--- src/rtl/ieeedrv_host_hs.sv ---
// ieeedrv_host_hs -- controller-side IEEE-488 three-wire handshake engine.
//
// This is the PET end of the bus. As talker it sends one byte at a time,
// either as a command (ATN low) or as data (optionally with EOI), using
// DAV/NRFD/NDAC. When nothing is queued to send and rx_en is high, it acts
// as listener and accepts one byte from the talking drive.
//
// All bus signals are active low. bus_o is this block's contribution to the
// wired-AND bus (1 = released). bus_i is the resolved bus. All handshake
// moves happen only on ce ticks. bus_o is decoded from registered state
// only, so there is no combinational path from bus_i to bus_o.
//
// Ports
//   clk_sys   system clock
//   reset     synchronous active-high reset
//   ce        handshake tick enable
//   tx_valid  byte to send is pending
//   tx_ready  high in IDLE; byte taken when tx_valid & tx_ready & ce
//   tx_data   byte to send, positive logic
//   tx_atn    send the byte as a command
//   tx_eoi    assert EOI with this byte (ignored for commands)
//   atn_hold  keep ATN asserted while idle, between command bytes
//   tx_done   one-clock pulse when a send finishes
//   tx_err    valid with tx_done: 1 = timeout or no listener
//   rx_en     act as listener when no send is pending
//   rx_valid  one-clock pulse: rx_data/rx_eoi hold a new byte
//   rx_data   received byte, positive logic
//   rx_eoi    EOI was low while DAV was low
//   bus_i     resolved bus
//   bus_o     our bus drive

package ieeedrv_host_hs_pkg;
  typedef struct packed {
    logic [7:0] data;
    logic       atn;
    logic       dav;
    logic       nrfd;
    logic       ndac;
    logic       eoi;
    logic       srq;
    logic       ren;
    logic       ifc;
  } st_ieee_bus;
endpackage

module ieeedrv_host_hs
  import ieeedrv_host_hs_pkg::*;
#(
  parameter int TIMEOUT = 1024,
  parameter int SETTLE  = 2
) (
  input  logic       clk_sys,
  input  logic       reset,
  input  logic       ce,
  input  logic       tx_valid,
  output logic       tx_ready,
  input  logic [7:0] tx_data,
  input  logic       tx_atn,
  input  logic       tx_eoi,
  input  logic       atn_hold,
  output logic       tx_done,
  output logic       tx_err,
  input  logic       rx_en,
  output logic       rx_valid,
  output logic [7:0] rx_data,
  output logic       rx_eoi,
  input  st_ieee_bus bus_i,
  output st_ieee_bus bus_o
);

  localparam int CNT_W = $clog2(TIMEOUT + 1);

  typedef enum logic [2:0] {
    IDLE,
    T_WAIT_RFD,
    T_SETTLE,
    T_WAIT_DAC,
    T_RELEASE,
    L_READY,
    L_ACCEPT
  } state_t;

  state_t           state;
  logic [CNT_W-1:0] cnt;
  logic [7:0]       data_latch;
  logic             atn_latch;
  logic             eoi_latch;
  logic             talking;

  // The talker never looks at these bus lines.
  logic unused_bus;
  assign unused_bus = ^{bus_i.atn, bus_i.eoi, bus_i.srq, bus_i.ren, bus_i.ifc};

  // Tick counter: stops at TIMEOUT rather than wrapping.
  function automatic logic [CNT_W-1:0] sat_inc(input logic [CNT_W-1:0] v);
    if (v == CNT_W'(TIMEOUT))
      return v;
    return v + 1'b1;
  endfunction

  assign talking  = (state == T_WAIT_RFD) || (state == T_SETTLE) || (state == T_WAIT_DAC);
  assign tx_ready = (state == IDLE);

  // Outgoing byte: datapath latch, loaded only when a byte is accepted.
  always_ff @(posedge clk_sys) begin
    if (ce && state == IDLE && tx_valid)
      data_latch <= tx_data;
  end

  // Handshake FSM
  always_ff @(posedge clk_sys) begin
    if (reset) begin
      state     <= IDLE;
      cnt       <= '0;
      atn_latch <= 1'b0;
      eoi_latch <= 1'b0;
      tx_done   <= 1'b0;
      tx_err    <= 1'b0;
      rx_valid  <= 1'b0;
      rx_data   <= '0;
      rx_eoi    <= 1'b0;
    end else begin
      tx_done  <= 1'b0;
      tx_err   <= 1'b0;
      rx_valid <= 1'b0;
      if (ce) begin
        case (state)
          IDLE: begin
            if (tx_valid) begin
              atn_latch <= tx_atn;
              eoi_latch <= tx_eoi & ~tx_atn;
              cnt       <= '0;
              state     <= T_WAIT_RFD;
            end else if (rx_en) begin
              state <= L_READY;
            end
          end
          T_WAIT_RFD: begin
            if (bus_i.nrfd && !bus_i.ndac) begin
              cnt   <= '0;
              state <= T_SETTLE;
            end else if ((bus_i.nrfd && bus_i.ndac) || cnt >= CNT_W'(TIMEOUT - 1)) begin
              // Both lines high means nobody is listening at all.
              tx_done <= 1'b1;
              tx_err  <= 1'b1;
              state   <= IDLE;
            end else begin
              cnt <= sat_inc(cnt);
            end
          end
          T_SETTLE: begin
            if (cnt >= CNT_W'(SETTLE - 1)) begin
              cnt   <= '0;
              state <= T_WAIT_DAC;
            end else begin
              cnt <= sat_inc(cnt);
            end
          end
          T_WAIT_DAC: begin
            if (bus_i.ndac) begin
              state <= T_RELEASE;
            end else if (cnt >= CNT_W'(TIMEOUT - 1)) begin
              tx_done <= 1'b1;
              tx_err  <= 1'b1;
              state   <= IDLE;
            end else begin
              cnt <= sat_inc(cnt);
            end
          end
          T_RELEASE: begin
            tx_done <= 1'b1;
            state   <= IDLE;
          end
          L_READY: begin
            if (!rx_en) begin
              state <= IDLE;
            end else if (!bus_i.dav) begin
              rx_data <= ~bus_i.data;
              rx_eoi  <= ~bus_i.eoi;
              state   <= L_ACCEPT;
            end
          end
          L_ACCEPT: begin
            // No timeout here: the drive may take as long as it likes.
            if (bus_i.dav) begin
              rx_valid <= 1'b1;
              state    <= IDLE;
            end
          end
          default: state <= IDLE;
        endcase
      end
    end
  end

  // Bus drive, decoded from registered state
  always_comb begin
    bus_o = '1;
    if (talking) begin
      bus_o.data = ~data_latch;
      bus_o.eoi  = ~eoi_latch;
      bus_o.atn  = ~atn_latch;
    end else if (state == IDLE || state == T_RELEASE) begin
      bus_o.atn = ~atn_hold;
    end
    if (state == T_WAIT_DAC)
      bus_o.dav = 1'b0;
    if (state == L_READY)
      bus_o.ndac = 1'b0;
    if (state == L_ACCEPT)
      bus_o.nrfd = 1'b0;
  end

endmodule

--- config.mk ---
export PLATFORM = sky130hd
export DESIGN_NAME = ieeedrv_host_hs
export DESIGN_NICKNAME = d
export VERILOG_FILES = /design/src/rtl/ieeedrv_host_hs.sv
export SDC_FILE = /design/constraint.sdc
export NUM_CORES = 1
export LEC_CHECK = 0
export ABC_AREA = 1
export BUFFER_PORTS_ARGS = -buffer_cell sky130_fd_sc_hd__buf_2
export CAP_MARGIN = 30
export CORE_ASPECT_RATIO = 1.75
export CORE_MARGIN = 4
export CORE_UTILIZATION = 55
export CTS_CLUSTER_SIZE = 10
export DETAILED_ROUTE_END_ITERATION = 10
export PLACE_DENSITY = 0.84
export SLEW_MARGIN = 15
export SYNTH_ARGS = -nofsm -noshare
export SYNTH_HDL_FRONTEND = slang
export SYNTH_SLANG_ARGS = --single-unit
--- constraint.sdc ---
create_clock -name clk_sys -period 3.3 [get_ports clk_sys]
set_clock_uncertainty 0.1 [all_clocks]
set_input_delay 0.165 -clock clk_sys [delete_from_list [all_inputs] [get_ports clk_sys]]
set_output_delay 0.165 -clock clk_sys [all_outputs]
set_load 0.02 [all_outputs]
==> run_results.csv <==
group,metric,value,unit
critical_path,end_kind,"output port",
clocking,insertion_delay,0.30,ns
sta,drv_slew,0,
grt,globalRouteTotalUtil,25.85,%
critical_path,worstRegToRegCells,10,
sta,layout_setup_ws,1.105,ns
sta,setup-violations-final,0,
critical_path,setup.worst_path.class,"flip-flop to output port",
grt,grt_overflow,0,
floorplanning,initial_core_util,56.79,%
synthesis,ys_ff_latch,36,
final_layout,n_antenna_cell,0,
placement,dp_slack,1.230,ns
power_and_ir_drop,powerDensity,400.8,nW/um^2
synthesis,yosysUniqueCellTypes,35,
power_and_ir_drop,p_leak,0.001146,uW
floorplanning,die_x,54.27,um
min_path,hold_depth,3,
final_layout,finalNetCount,391,
sta,tns,0,ns
clocking,path_clk_slew,0.08,ns
route,ant_nets,0,
synthesis,yosys_warnings,0,
critical_path,cp-start-kind,"flip-flop",
synthesis,syn_area,2061,um^2
synthesis,syn_inst,287,
min_path,min_from,"tx_eoi",
synthesis,synth_top_area_share,27.20,%
min_path,min_to,"eoi_latch",
synthesis,synth_flop_cell,"dfxtp_1",
synthesis,async_reset_ff_share,0,%
synthesis,synth-edff-count,8,
power_and_ir_drop,vdd_drop_max,349.4,uV
sta,period_share,66.50,%
clocking,cts_max_level,2,
final_layout,fin_cells,403,
sta,slew_headroom,59.90,%
critical_path,required,3.03,ns
sta,period_minus_slack,2.195,ns
sta,whs,0.01501,ns
critical_path,cp_max_fo,10,
sta,max_freq,0.4557,GHz
min_path,min_path_type,"primary input to flip-flop",
job,drv_cap,0,
synthesis,syn_area_per_cell,7.180,um^2
sta,tightest_slew,0.5993,ns
route,via_per_inst,5.295,
placement,hpwl,3994,um
grt,grt_pass1_vias,2077,
synthesis,synthTopCellsByArea,"dfxtp_1, nand2_1, edfxtp_1, nand3_1, nor2_1",
route,drt_first_pass_iters,4,
grt,grt_max_degree,19,
final_layout,area_growth,24.29,%
placement,globalplace.congestion,0.9511,
route,via_count,2134,
critical_path,r2r-end,"cnt[0]",
synthesis,synth.yosys.seq_area_share,38.86,%
final_layout,drive_above_1_share,25.21,%
sta,hold_viol_final,0,
critical_path,cp.arrival,1.93,ns
route,wl_per_cell,14.63,um
route,wirelength,5894,um
clocking,cts.sinks,36,
grt,antenna_found_initial,0,
clocking,root_buffer,"clkbuf_8",
placement,place_inst,378,
floorplanning,pin_count,61,
sta,grt_setup_unrepaired,"false",
synthesis,synth_most_common_cell,"nand2_1",
floorplanning,die_y,88.98,um
floorplanning,core_area,3628,um^2
placement,portBuffers,53,
clocking,cts_tree,"built",
route,drc_errors,0,
clocking,clockBufferDepth,2,
grt,grt_pass1_wl,8983,um
route,drtIter0Drc,54,
floorplanning,die_area,4829,um^2
floorplanning,rows,29,
critical_path,reg2reg_setup_slack,1.19,ns
clocking,post_cts_resized,0,
outcome,outcome,"finished, final reports clean",
clocking,cts_buffers,5,
synthesis,synth_commonest_cells,"nand2_1, nor2_1, nand3_1",
critical_path,r2r-start,"state[2]",
synthesis,synth_top_area_cell,"dfxtp_1",
-- flip-flops by register name, indices dropped and copies added (netlist names), 3 cells and up --
register and flops:
rx_data 8, data_latch 8, state 3, cnt 11
-- critical path, cell delays in order (launching register included) --
cell and delay [ns]:
dfxtp_1 0.60, nor2_1 0.20, nor2_1 0.51, a22oi_1 0.13
buf_2 0.20
-- power breakdown --
group / total (uW) / internal [uW] / switching (uW)
Sequential: 489 / 470 / 19.9
Clock: 316 / 147 / 169
Combinational: 221 / 77.9 / 143
-- per-layer routing --
layer / vias to the layer above / GRT usage (%) / routed length (um) / part of all wire [%]
li1: 1060 / - / - / -
met5: - / 0 / 0 / 0
met2: 88 / 47.87 / 3244 / 55
met3: 23 / 6.678 / 423 / 7.2
met1: 963 / 22.76 / 2020 / 34
met4: 0 / 17.69 / 206 / 3.5
-- per-stage QoR --
step	instance area (um^2)	utilization, %	power [uW]
after floorplan	2068	-	646.5
after global placement	2303	63.48	692.0
after detailed placement	2303	63.48	698.0
after CTS	2561	70.59	1025
after global routing	2561	70.59	1073
final	2561	70.59	1027
-- placed cells by master, fill, tap and decap left out, types with 2 or more instances in the layout --
cell type,synthesis,final
nor3_1,3,3
nor2_2,4,4
a21oi_2,2,2
ha_1,3,3
nand3_2,3,3
a21oi_1,17,17
clkbuf_8,0,5
nand2_2,5,5
inv_2,5,5
nand2_4,2,2
conb_1,1,3
buf_2,1,53
inv_1,27,27
nand4_1,3,3
clkinv_2,1,3
dlygate4sd3_1,0,17
nand3_1,31,31
o21ai_0,13,13
nor2_4,4,4
edfxtp_1,8,8
a211oi_1,2,2
dfxtp_1,28,28
nand2_1,67,67
nor2_1,38,38
-- worst max path at each step --
stage                  start        to  depth (start not counted)
global placement    state[2]    cnt[0]                         10
detailed placement  state[2]    cnt[1]                         10
floorplan           state[1]    cnt[2]                         10
finish              state[1]  bus_o[7]                          4
global route        state[1]  bus_o[7]                          4
CTS                 state[1]  bus_o[7]                          4
-- cell type report --
class,count,area [um^2]
Multi-Input combinational cell,209,1049
Inverter,34,131.4
Tap cell,46,57.56
Sequential cell,36,800.8
Clock inverter,3,18.77
Timing Repair Buffer,70,435.4
Clock buffer,5,68.82
Fill cell,299,1067
-- repair_timing --
item,CTS,global route
buffers inserted,0,0
hold endpoints to repair,17,0
hold buffers,17,0
setup endpoints to repair,0,0
-- cell families (layout without fill, tap and decap cells) --
group	count (synthesis)	count (layout)	share of synthesized area, %
adder cells (fa/ha/maj)	3	3	1.822
other	1	3	0.1820
buffers and inverters	44	112	10.62
AND/OR/NAND/NOR	164	164	37.89
flip-flops	36	36	38.86
AO/OA/AOI/OAI	39	39	10.63
No activity file was read; power rests on OpenSTA's default activity.
